File: src/rtl/reg_file_mp.sv
// Parametrised multi-port register file with per-port valid/ready handshakes.
// Each read port and the single write port runs an independent IDLE/BUSY FSM.
// The memory is read or written on the completion edge, which comes LATENCY
// edges after the request is accepted.
//
// state | meaning
// IDLE  | port has no operation in flight; ready is high
// BUSY  | operation accepted; down-counter runs to zero, then it completes
module reg_file_mp #(
    parameter int DATA_W   = 16,
    parameter int ADDR_W   = 5,
    parameter int DEPTH    = 32,
    parameter int NRD      = 2,
    parameter int LATENCY  = 2,
    parameter int BYPASS   = 1,
    parameter int ZERO_REG = 0
) (
    input  logic                         clk,
    input  logic                         rst_n,
    input  logic [NRD-1:0]               rd_valid,
    output logic [NRD-1:0]               rd_ready,
    input  logic [NRD*ADDR_W-1:0]        rd_addr,
    output logic signed [NRD*DATA_W-1:0] rd_data,
    output logic [NRD-1:0]               rd_done,
    input  logic                         wr_valid,
    output logic                         wr_ready,
    input  logic [ADDR_W-1:0]            wr_addr,
    input  logic [DATA_W-1:0]            wr_data,
    output logic                         wr_done,
    output logic                         any_done
);

    typedef enum logic {IDLE = 1'b0, BUSY = 1'b1} state_t;

    localparam int CNT_W = (LATENCY > 1) ? $clog2(LATENCY) : 1;
    localparam logic [CNT_W-1:0]  CNT_LOAD  = CNT_W'(LATENCY - 1);
    localparam logic [ADDR_W:0]   DEPTH_LIM = (ADDR_W + 1)'(DEPTH);

    // Addresses past the end of the array behave as read-zero / write-discard.
    function automatic logic in_range(input logic [ADDR_W-1:0] a);
        return {1'b0, a} < DEPTH_LIM;
    endfunction

    // Entry 0 is pinned to zero when ZERO_REG is set.
    function automatic logic is_pinned(input logic [ADDR_W-1:0] a);
        return (ZERO_REG != 0) && (a == '0);
    endfunction

    logic [DATA_W-1:0] mem [DEPTH];

    state_t            wr_state;
    logic [CNT_W-1:0]  wr_cnt;
    logic [ADDR_W-1:0] wr_addr_q;
    logic [DATA_W-1:0] wr_data_q;
    logic              wr_commit;
    logic              wr_keep;

    assign wr_ready  = (wr_state == IDLE) || (wr_cnt == '0);
    assign wr_commit = (wr_state == BUSY) && (wr_cnt == '0);
    assign wr_keep   = in_range(wr_addr_q) && !is_pinned(wr_addr_q);

    // Write port FSM: capture on accept, count down, commit on terminal count.
    always_ff @(posedge clk or negedge rst_n) begin
        if (!rst_n) begin
            wr_state  <= IDLE;
            wr_cnt    <= '0;
            wr_addr_q <= '0;
            wr_data_q <= '0;
            wr_done   <= 1'b0;
        end else begin
            wr_done <= wr_commit;
            if (wr_valid && wr_ready) begin
                wr_state  <= BUSY;
                wr_cnt    <= CNT_LOAD;
                wr_addr_q <= wr_addr;
                wr_data_q <= wr_data;
            end else if (wr_state == BUSY) begin
                if (wr_cnt == '0) begin
                    wr_state <= IDLE;
                end else begin
                    wr_cnt <= wr_cnt - CNT_W'(1);
                end
            end
        end
    end

    // Storage array: cleared by reset, updated on the write completion edge.
    always_ff @(posedge clk or negedge rst_n) begin
        if (!rst_n) begin
            for (int j = 0; j < DEPTH; j++) begin
                mem[j] <= '0;
            end
        end else if (wr_commit && wr_keep) begin
            mem[wr_addr_q] <= wr_data_q;
        end
    end

    genvar gi;
    generate
        for (gi = 0; gi < NRD; gi++) begin : g_rd
            state_t            state;
            logic [CNT_W-1:0]  cnt;
            logic [ADDR_W-1:0] addr_q;
            logic [DATA_W-1:0] data_q;
            logic              done_q;
            logic              fire;
            logic [DATA_W-1:0] rd_val;

            assign rd_ready[gi] = (state == IDLE) || (cnt == '0);
            assign fire         = (state == BUSY) && (cnt == '0);
            assign rd_done[gi]  = done_q;
            assign rd_data[gi*DATA_W +: DATA_W] = data_q;

            // Value seen at completion; the same-edge write is forwarded only with BYPASS.
            always_comb begin
                rd_val = '0;
                if (in_range(addr_q) && !is_pinned(addr_q)) begin
                    if ((BYPASS != 0) && wr_commit && wr_keep && (wr_addr_q == addr_q)) begin
                        rd_val = wr_data_q;
                    end else begin
                        rd_val = mem[addr_q];
                    end
                end
            end

            // Read port FSM: capture address on accept, load result on terminal count.
            always_ff @(posedge clk or negedge rst_n) begin
                if (!rst_n) begin
                    state  <= IDLE;
                    cnt    <= '0;
                    addr_q <= '0;
                    data_q <= '0;
                    done_q <= 1'b0;
                end else begin
                    done_q <= fire;
                    if (fire) begin
                        data_q <= rd_val;
                    end
                    if (rd_valid[gi] && rd_ready[gi]) begin
                        state  <= BUSY;
                        cnt    <= CNT_LOAD;
                        addr_q <= rd_addr[gi*ADDR_W +: ADDR_W];
                    end else if (state == BUSY) begin
                        if (cnt == '0) begin
                            state <= IDLE;
                        end else begin
                            cnt <= cnt - CNT_W'(1);
                        end
                    end
                end
            end
        end
    endgenerate

    assign any_done = (|rd_done) | wr_done;

endmodule
File: config.mk
export PLATFORM = sky130hd
export DESIGN_NAME = reg_file_mp
export DESIGN_NICKNAME = d
export VERILOG_FILES = /design/src/rtl/reg_file_mp.sv
export SDC_FILE = /design/constraint.sdc
export NUM_CORES = 1
export LEC_CHECK = 0
export ABC_AREA = 1
export BUFFER_PORTS_ARGS = -buffer_cell sky130_fd_sc_hd__buf_2
export CORE_ASPECT_RATIO = 1.25
export CORE_MARGIN = 4
export CORE_UTILIZATION = 25
export CTS_CLUSTER_SIZE = 10
export DETAILED_ROUTE_END_ITERATION = 12
export HOLD_SLACK_MARGIN = 0.08
export PLACE_DENSITY = 0.36
export SETUP_SLACK_MARGIN = 0.1
export SLEW_MARGIN = 15
export SYNTH_ARGS = -nofsm -noshare
export SYNTH_HDL_FRONTEND = slang
export SYNTH_SLANG_ARGS = --single-unit
File: constraint.sdc
create_clock -name clk -period 3.4 [get_ports clk]
set_clock_uncertainty 0.2 [all_clocks]
set_input_delay 0.34 -clock clk [delete_from_list [all_inputs] [get_ports clk]]
set_output_delay 0.34 -clock clk [all_outputs]
set_load 0.02 [all_outputs]
==> flow_metrics.py, run 1 <==
metrics = {
    "status": {
        "outcome": "finished clean",
    },
    "finish": {
        "multi_input_area_sq_um": 14800,
        "synthToLayoutAreaGrowth_pct": 17.2,
        "seq_area_sq_um": 14600,
        "final_nets": 4582,
        "drive_above_1_share": 0.0788,
        "finalNonFillerCells": 6298,
        "num-fill-cells": 14000,
    },
    "timing": {
        "tns_ns": 0,
        "slew_headroom": 0.238,
        "hold_ws_ns": 0.221,
        "fin_crit_ns": 2.72,
        "max_freq_ghz": 0.368,
        "finalSetupViolCount": 0,
        "slew_violations": 0,
        "worstMarginPinSlew_ns": 1.14,
        "rsz0062_at_grt": "false",
        "period_share": 0.800,
        "final_hold_viol_count": 0,
    },
    "logic_synthesis": {
        "yosysWarningCount": 0,
        "syn_nets": 4625,
        "synth_most_common_cell": "nand2_1",
        "seq_area_frac_synth": 0.461,
        "synth_top_area_cell": "dfrtp_1",
        "avgSynthCellArea_sq_um": 6.91,
        "postSynthCellCount": 4589,
        "synth_top_area_share": 0.461,
        "synth_edf_count": 0,
        "ys.flop_type": "dfrtp_1",
        "synthArstFlopShare": 1.00,
        "ys_seq_elements": 584,
        "synth_cell_type_count": 22,
        "synth.top_cells.by_area": "dfrtp_1 (46%), nand2_1 (21%), nand3_1 (14%), o21ai_0 (7.5%), clkbuf_1 (3.0%)",
        "synth_area_sq_um": 31700,
        "yosys-top-cells-count": "nand2_1 (1812), nand3_1 (856), dfrtp_1 (584), o21ai_0 (477), clkbuf_1 (250)",
    },
    "floorplanning": {
        "die_height_microns": 406,
        "fp.dieW_microns": 326,
        "core-area_sq_um": 126000,
        "fp-row-count": 145,
        "floorplan.initialDensity": 0.252,
        "dieArea_sq_um": 133000,
        "ioPinCount": 75,
    },
    "routing": {
        "num_vias": 30700,
        "firstDrtPassIters": 6,
        "ant_nets": 0,
        "totalWireLength_mm": 149,
        "drc": 0,
        "drt-initial-drc-count": 2690,
        "viasPerCell": 4.87,
        "post_drt_wl_per_cell_microns": 23.6,
    },
    "power_and_ir_drop": {
        "pwr-share-clk": 0.244,
        "power_density_nw_per_um2": 903,
        "power_frac_comb": 0.381,
        "vdd_ir_drop_max_uv": 357,
        "p_switching_mw": 14.4,
        "intPower_mw": 19.1,
        "leakage_nw": 17.4,
        "power.share.switching": 0.430,
        "seqPwrFrac": 0.375,
    },
    "worst_hold_path": {
        "min-delay-path-class": "in -> reg",
        "hp-start": "wr_valid",
        "min_to": "wr_state$_DFF_PN0_",
        "hold_depth": 4,
    },
    "placed_design": {
        "port_buffers": 74,
        "place_hpwl_mm": 91.1,
        "dpl.cell_count": 6121,
        "place_congestion": 0.820,
    },
    "worst_setup_path": {
        "cp_slowest_stage_delay_ns": 0.53,
        "crit_cells": 10,
        "path_class": "reg -> reg",
        "worst-path-max-fanout": 16,
        "rr_worst_depth": 10,
        "critPathTopFamily": "buffers and inverters",
        "end_kind": "flop",
        "critical_path_required_ns": 3.75,
        "r2r-end": "g_rd[0].data_q[4]$_DFFE_PN0P_",
        "cp.arrival_ns": 3.07,
        "cpMostUsedCell": "nand2_1",
        "start_kind": "flop",
        "reg2reg_slack_ns": 0.68,
        "path_cells": "clkinv_2, buf_4, nand3_1, nand2_1, nand2_1, nand3_1, nand2_1, nand2_1, nand2_1, nand2_1",
        "worst-path-buf-inv": 2,
        "cp_slowest_cell": "clkinv_2",
        "r2r-start": "g_rd[0].addr_q[2]$_DFFE_PN0P_",
    },
    "clock_network": {
        "cts_tree": "done",
        "cts_root_buf": "clkbuf_16",
        "clock-sinks": 584,
        "path_clk_slew_ns": 0.06,
        "htree_num_levels": 3,
        "post_cts_buffers": 0,
        "clk_latency_ns": 0.67,
        "numCtsBuffers": 77,
        "cts_max_path_buffers": 3,
    },
    "grt": {
        "track_usage": 0.222,
        "grt_max_degree": 123,
        "antenna_found_initial": 1,
        "overflow": 0,
        "grt_pass1_vias": 30700,
        "grt_first_pass_wirelength_mm": 218,
    },
    "flow_run": {
        "drv_cap": 0,
    },
}
-- power groups by stage --
stage	clock (mW)	combinational (mW)	sequential, mW
5_1_grt	8.72	14.5	13.0
4_1_cts	8.44	12.9	12.6
6_report	8.17	12.8	12.6
2_1_floorplan	0	8.13	12.0
3_3_place_gp	0	12.8	12.7
3_5_place_dp	0	12.9	12.6
-- area by class of cell --
cell class	instances	area share
clock buffer	121	0.0618
sequential	584	0.394
tap	1690	0.0569
antenna	2	0.000135
clock inverter	18	0.00438
inverter	200	0.0210
timing repair buffer	263	0.0638
multi-input combinational	3420	0.398
-- how the worst max path moves through the flow --
| stage | start | to | slack [ns] |
|---|---|---|---|
| 6_report | g_rd[0].addr_q[2]$_DFFE_PN0P_ | g_rd[0].data_q[4]$_DFFE_PN0P_ | 0.68 |
| 5_1_grt | g_rd[0].addr_q[2]$_DFFE_PN0P_ | g_rd[0].data_q[7]$_DFFE_PN0P_ | 0.57 |
| 4_1_cts | g_rd[0].addr_q[2]$_DFFE_PN0P_ | g_rd[0].data_q[7]$_DFFE_PN0P_ | 0.63 |
| 3_5_place_dp | g_rd[0].addr_q[2]$_DFFE_PN0P_ | g_rd[0].data_q[7]$_DFFE_PN0P_ | 0.65 |
| 3_3_place_gp | g_rd[0].addr_q[2]$_DFFE_PN0P_ | g_rd[0].data_q[7]$_DFFE_PN0P_ | 0.63 |
| 2_1_floorplan | g_rd[1].addr_q[1]$_DFFE_PN0P_ | g_rd[1].data_q[10]$_DFFE_PN0P_ | 1.59 |
-- through the flow --
stage / cell area [sq um] / worst slack [ns] / util / power, mW
global placement: 34300 / 0.629 / 0.273 / 25.5
detailed placement: 34300 / 0.649 / 0.273 / 25.5
floorplan: 31700 / 1.59 / - / 20.1
global route: 37100 / 0.566 / 0.296 / 36.2
finish: 37100 / 0.680 / 0.296 / 33.5
CTS: 37100 / 0.634 / 0.296 / 33.9
-- worst register-to-register path, cell delays in order, from the launching register on --
cell	delay, ns
dfrtp_4	0.49
clkinv_2	0.54
buf_4	0.44
nand3_1	0.13
nand2_1	0.14
nand2_1	0.11
nand3_1	0.24
nand2_1	0.16
nand2_1	0.06
nand2_1	0.06
nand2_1	0.04
-- layout by cell type, fill, tap and decap left out, drive strengths merged, types with 13 or more instances in the layout --
| cell type | count |
|---|---|
| o211ai | 16 |
| nor3 | 13 |
| a21oi | 55 |
| clkinv | 17 |
| dfrtp | 584 |
| nor2 | 138 |
| buf | 228 |
| nand3 | 856 |
| clkbuf | 121 |
| o21ai | 522 |
| dlygate4sd3 | 35 |
| nand2 | 1812 |
| inv | 199 |
-- sequential cells by signal (all words and copies together), names as in the netlist --
signal and cells:
g_rd.state 2, wr_addr_q 5, g_rd.addr_q 10, g_rd.data_q 32, mem 512, g_rd.done_q 2, wr_cnt 1, g_rd.cnt 2
wr_done 1, wr_data_q 16, wr_state 1
-- cell families after synthesis --
logic type             share of synthesized area
AO/OA/AOI/OAI                             0.0957
XOR/XNOR                                0.000829
buffers and inverters                     0.0729
flip-flops                                 0.461
AND/OR/NAND/NOR                            0.370
-- per-layer routing --
metal  vias up  global-route usage  wire, microns
li1      14700                   -              -
met1     15000               0.292          65900
met2       732               0.385          72700
met3       174              0.0212           5680
met4         0              0.0692           4360
met5         -                   0              0
-- what timing repair did --
action,in CTS,in global routing
endpoints found under the hold margin,591,0
gates resized for setup,0,0
hold buffers,36,0
No activity file was read; power rests on OpenSTA's default activity.
==> run 2: changes to the inputs <==
--- a/config.mk
+++ b/config.mk
@@ -13,7 +13,7 @@
 export CTS_CLUSTER_SIZE = 10
 export DETAILED_ROUTE_END_ITERATION = 12
 export HOLD_SLACK_MARGIN = 0.08
-export PLACE_DENSITY = 0.36
+export PLACE_DENSITY = 0.37
 export SETUP_SLACK_MARGIN = 0.1
 export SLEW_MARGIN = 15
 export SYNTH_ARGS = -nofsm -noshare
==> constraint.sdc (replaced) <==
create_clock -name clk -period 2.4 [get_ports clk]
set_clock_uncertainty 0.2 [all_clocks]
set_input_delay 0.24 -clock clk [delete_from_list [all_inputs] [get_ports clk]]
set_output_delay 0.24 -clock clk [all_outputs]
set_load 0.02 [all_outputs]
==> flow_metrics.py, run 2 (synthesis gave the netlist of run 1 again) <==
metrics = {
    "worst_setup_path": {
        "cp_slowest_cell": "dfrtp_4",
        "end_kind": "flop",
        "cpMostUsedCell": "nand3_1",
        "path_cells": "buf_16, buf_12, nand2_1, nand3_1, nand3_1, nand3_1, nand3_1, nand3_1, a21oi_1",
        "cp_slowest_stage_delay_ns": 0.56,
        "worst-path-max-fanout": 27,
        "r2r-start": "g_rd[0].addr_q[0]$_DFFE_PN0P_",
        "critical_path_required_ns": 2.80,
        "cp.arrival_ns": 2.69,
        "worstSetupStartpoint": "g_rd[0].addr_q[0]$_DFFE_PN0P_",
        "path_class": "reg -> reg",
        "start_kind": "flop",
    },
    "finish": {
        "post-route-util": 0.314,
        "reg_top3": "mem x512, g_rd.data_q x32, wr_data_q x16",
        "top_register": "mem",
        "final_cell_mix": "nand2_1 (1790), nand3_1 (829), dfrtp_1 (578), o21ai_0 (477), inv_1 (188)",
        "finalNonFillerCells": 6430,
        "largest_register_ffs": 512,
        "drive_above_1_share": 0.114,
        "final_nets": 4720,
        "num-fill-cells": 13800,
        "synthToLayoutAreaGrowth_pct": 24.5,
        "layout_commonest_cell": "nand2_1",
    },
    "routing": {
        "totalWireLength_mm": 151,
        "firstDrtPassIters": 6,
        "viasPerCell": 4.88,
        "ant_nets": 0,
        "num_vias": 31400,
        "post_drt_wl_per_cell_microns": 23.6,
        "drc": 0,
        "drt-initial-drc-count": 2834,
    },
    "clock_network": {
        "clk_latency_ns": 0.68,
        "htree_num_levels": 3,
        "cts_max_path_buffers": 3,
        "numCtsBuffers": 76,
        "clock-sinks": 584,
        "cts_root_buf": "clkbuf_16",
        "path_clk_slew_ns": 0.06,
        "cts_tree": "done",
    },
    "power_and_ir_drop": {
        "vdd_ir_drop_max_uv": 593,
        "leakage_nw": 18.5,
        "power_density_nw_per_um2": 1240,
    },
    "floorplanning": {
        "core-area_sq_um": 126000,
        "floorplan.initialDensity": 0.252,
        "die_height_microns": 406,
        "dieArea_sq_um": 133000,
        "ioPinCount": 75,
        "fp.dieW_microns": 326,
        "fp-row-count": 145,
    },
    "timing": {
        "final_hold_viol_count": 0,
        "rsz0062_at_grt": "true",
        "finalSetupViolCount": 0,
        "fin_ws_ns": 0.103,
        "max_freq_ghz": 0.435,
        "slew_headroom": 0.509,
        "fin_crit_ns": 2.30,
        "tns_ns": 0,
        "slew_violations": 0,
        "period_share": 0.957,
        "worstMarginPinSlew_ns": 0.735,
    },
    "status": {
        "outcome": "finished clean",
    },
    "flow_run": {
        "drv_cap": 0,
    },
    "grt": {
        "grt_pass1_vias": 30900,
        "overflow": 0,
        "grt_first_pass_wirelength_mm": 218,
        "antenna_found_initial": 5,
        "grt_max_degree": 65,
        "track_usage": 0.222,
    },
    "placed_design": {
        "place_hpwl_mm": 97.0,
        "place_congestion": 0.845,
        "port_buffers": 74,
        "dpl.cell_count": 6226,
        "pre_cts_slack_ns": -0.0165,
    },
    "worst_hold_path": {
        "min-delay-path-class": "in -> reg",
        "hp-start": "wr_data[14]",
    },
}
## run 2: cell types whose count changed in the layout (fill, tap and decap cells not counted), sizes merged
cell         previous run  this run
buf                   228       353
clkbuf                121       128
clkinv                 17        13
dlygate4sd3            35        39
bufinv                  2         1
clkinvlp                0         1
diode                   2         1
inv                   199       200
## run 2: worst paths after layout
check                                                 to  cells after the start  slack (ns)
max in group asynchronous  g_rd[1].addr_q[2]$_DFFE_PN0P_                      5        0.72
max                        g_rd[0].data_q[2]$_DFFE_PN0P_                      9        0.10
max reg2reg                g_rd[0].data_q[2]$_DFFE_PN0P_                      9        0.10
min in group asynchronous           mem[439]$_DFFE_PN0P_                      3        0.38
min reg2reg                         mem[376]$_DFFE_PN0P_                      2        0.28
min                            wr_data_q[14]$_DFFE_PN0P_                      4        0.15
## run 2: routing by layer
metal | routed length, microns | vias to the layer above | GRT usage
li1 | - | 15000 | -
met4 | 6220 | 0 | 0.0865
met1 | 64900 | 15300 | 0.283
met3 | 5880 | 223 | 0.0233
met5 | 0 | - | 0
met2 | 74500 | 804 | 0.386
## run 2: through the flow
step           cell area (sq um)  hold slack [ns]  total power [mW]
2_1_floorplan              31700           -0.256              28.5
5_1_grt                    39400            0.153              52.6
6_report                   39500            0.153              49.0
4_1_cts                    38700            0.101              48.8
3_5_place_dp               35900          -0.0748              37.0
3_3_place_gp               35900          -0.0732              37.0
## run 2: critical path: cells and delay by family, from the launching register on
kind            cells  cell delay (ns)
simple gates        6             0.88
flops               1             0.56
buf+inv             2             0.39
compound gates      1             0.16
## run 2: repair_timing
action                                 4_1_cts  5_1_grt
pin swaps                                    0        8
setup endpoints to repair                   11       74
endpoints found under the hold margin      621        0
resized for setup                           14       69
hold buffers                                39        0
cloned                                       0       10
buffers inserted                             0       21
## run 2: where the power goes
| part | internal [mW] | total (mW) | switching (mW) |
|---|---|---|---|
| Combinational | 7.24 | 19.8 | 12.6 |
| Clock | 6.55 | 11.4 | 4.80 |
| Sequential | 14.2 | 17.8 | 3.55 |
## run 2: layout make-up
type / count / area (sq um) / area share
flip-flops and latches: 584 / 14600 / 0.371
repair inverters: 1 / 8.76 / 0.000222
well taps: 1690 / 2110 / 0.0536
multi-input cells: 3420 / 15000 / 0.380
diodes: 1 / 2.50 / 0.0000634
repair buffers: 401 / 4520 / 0.115
clock buffers: 119 / 2260 / 0.0572
inverters: 200 / 788 / 0.0200
clock inverters: 14 / 124 / 0.00314
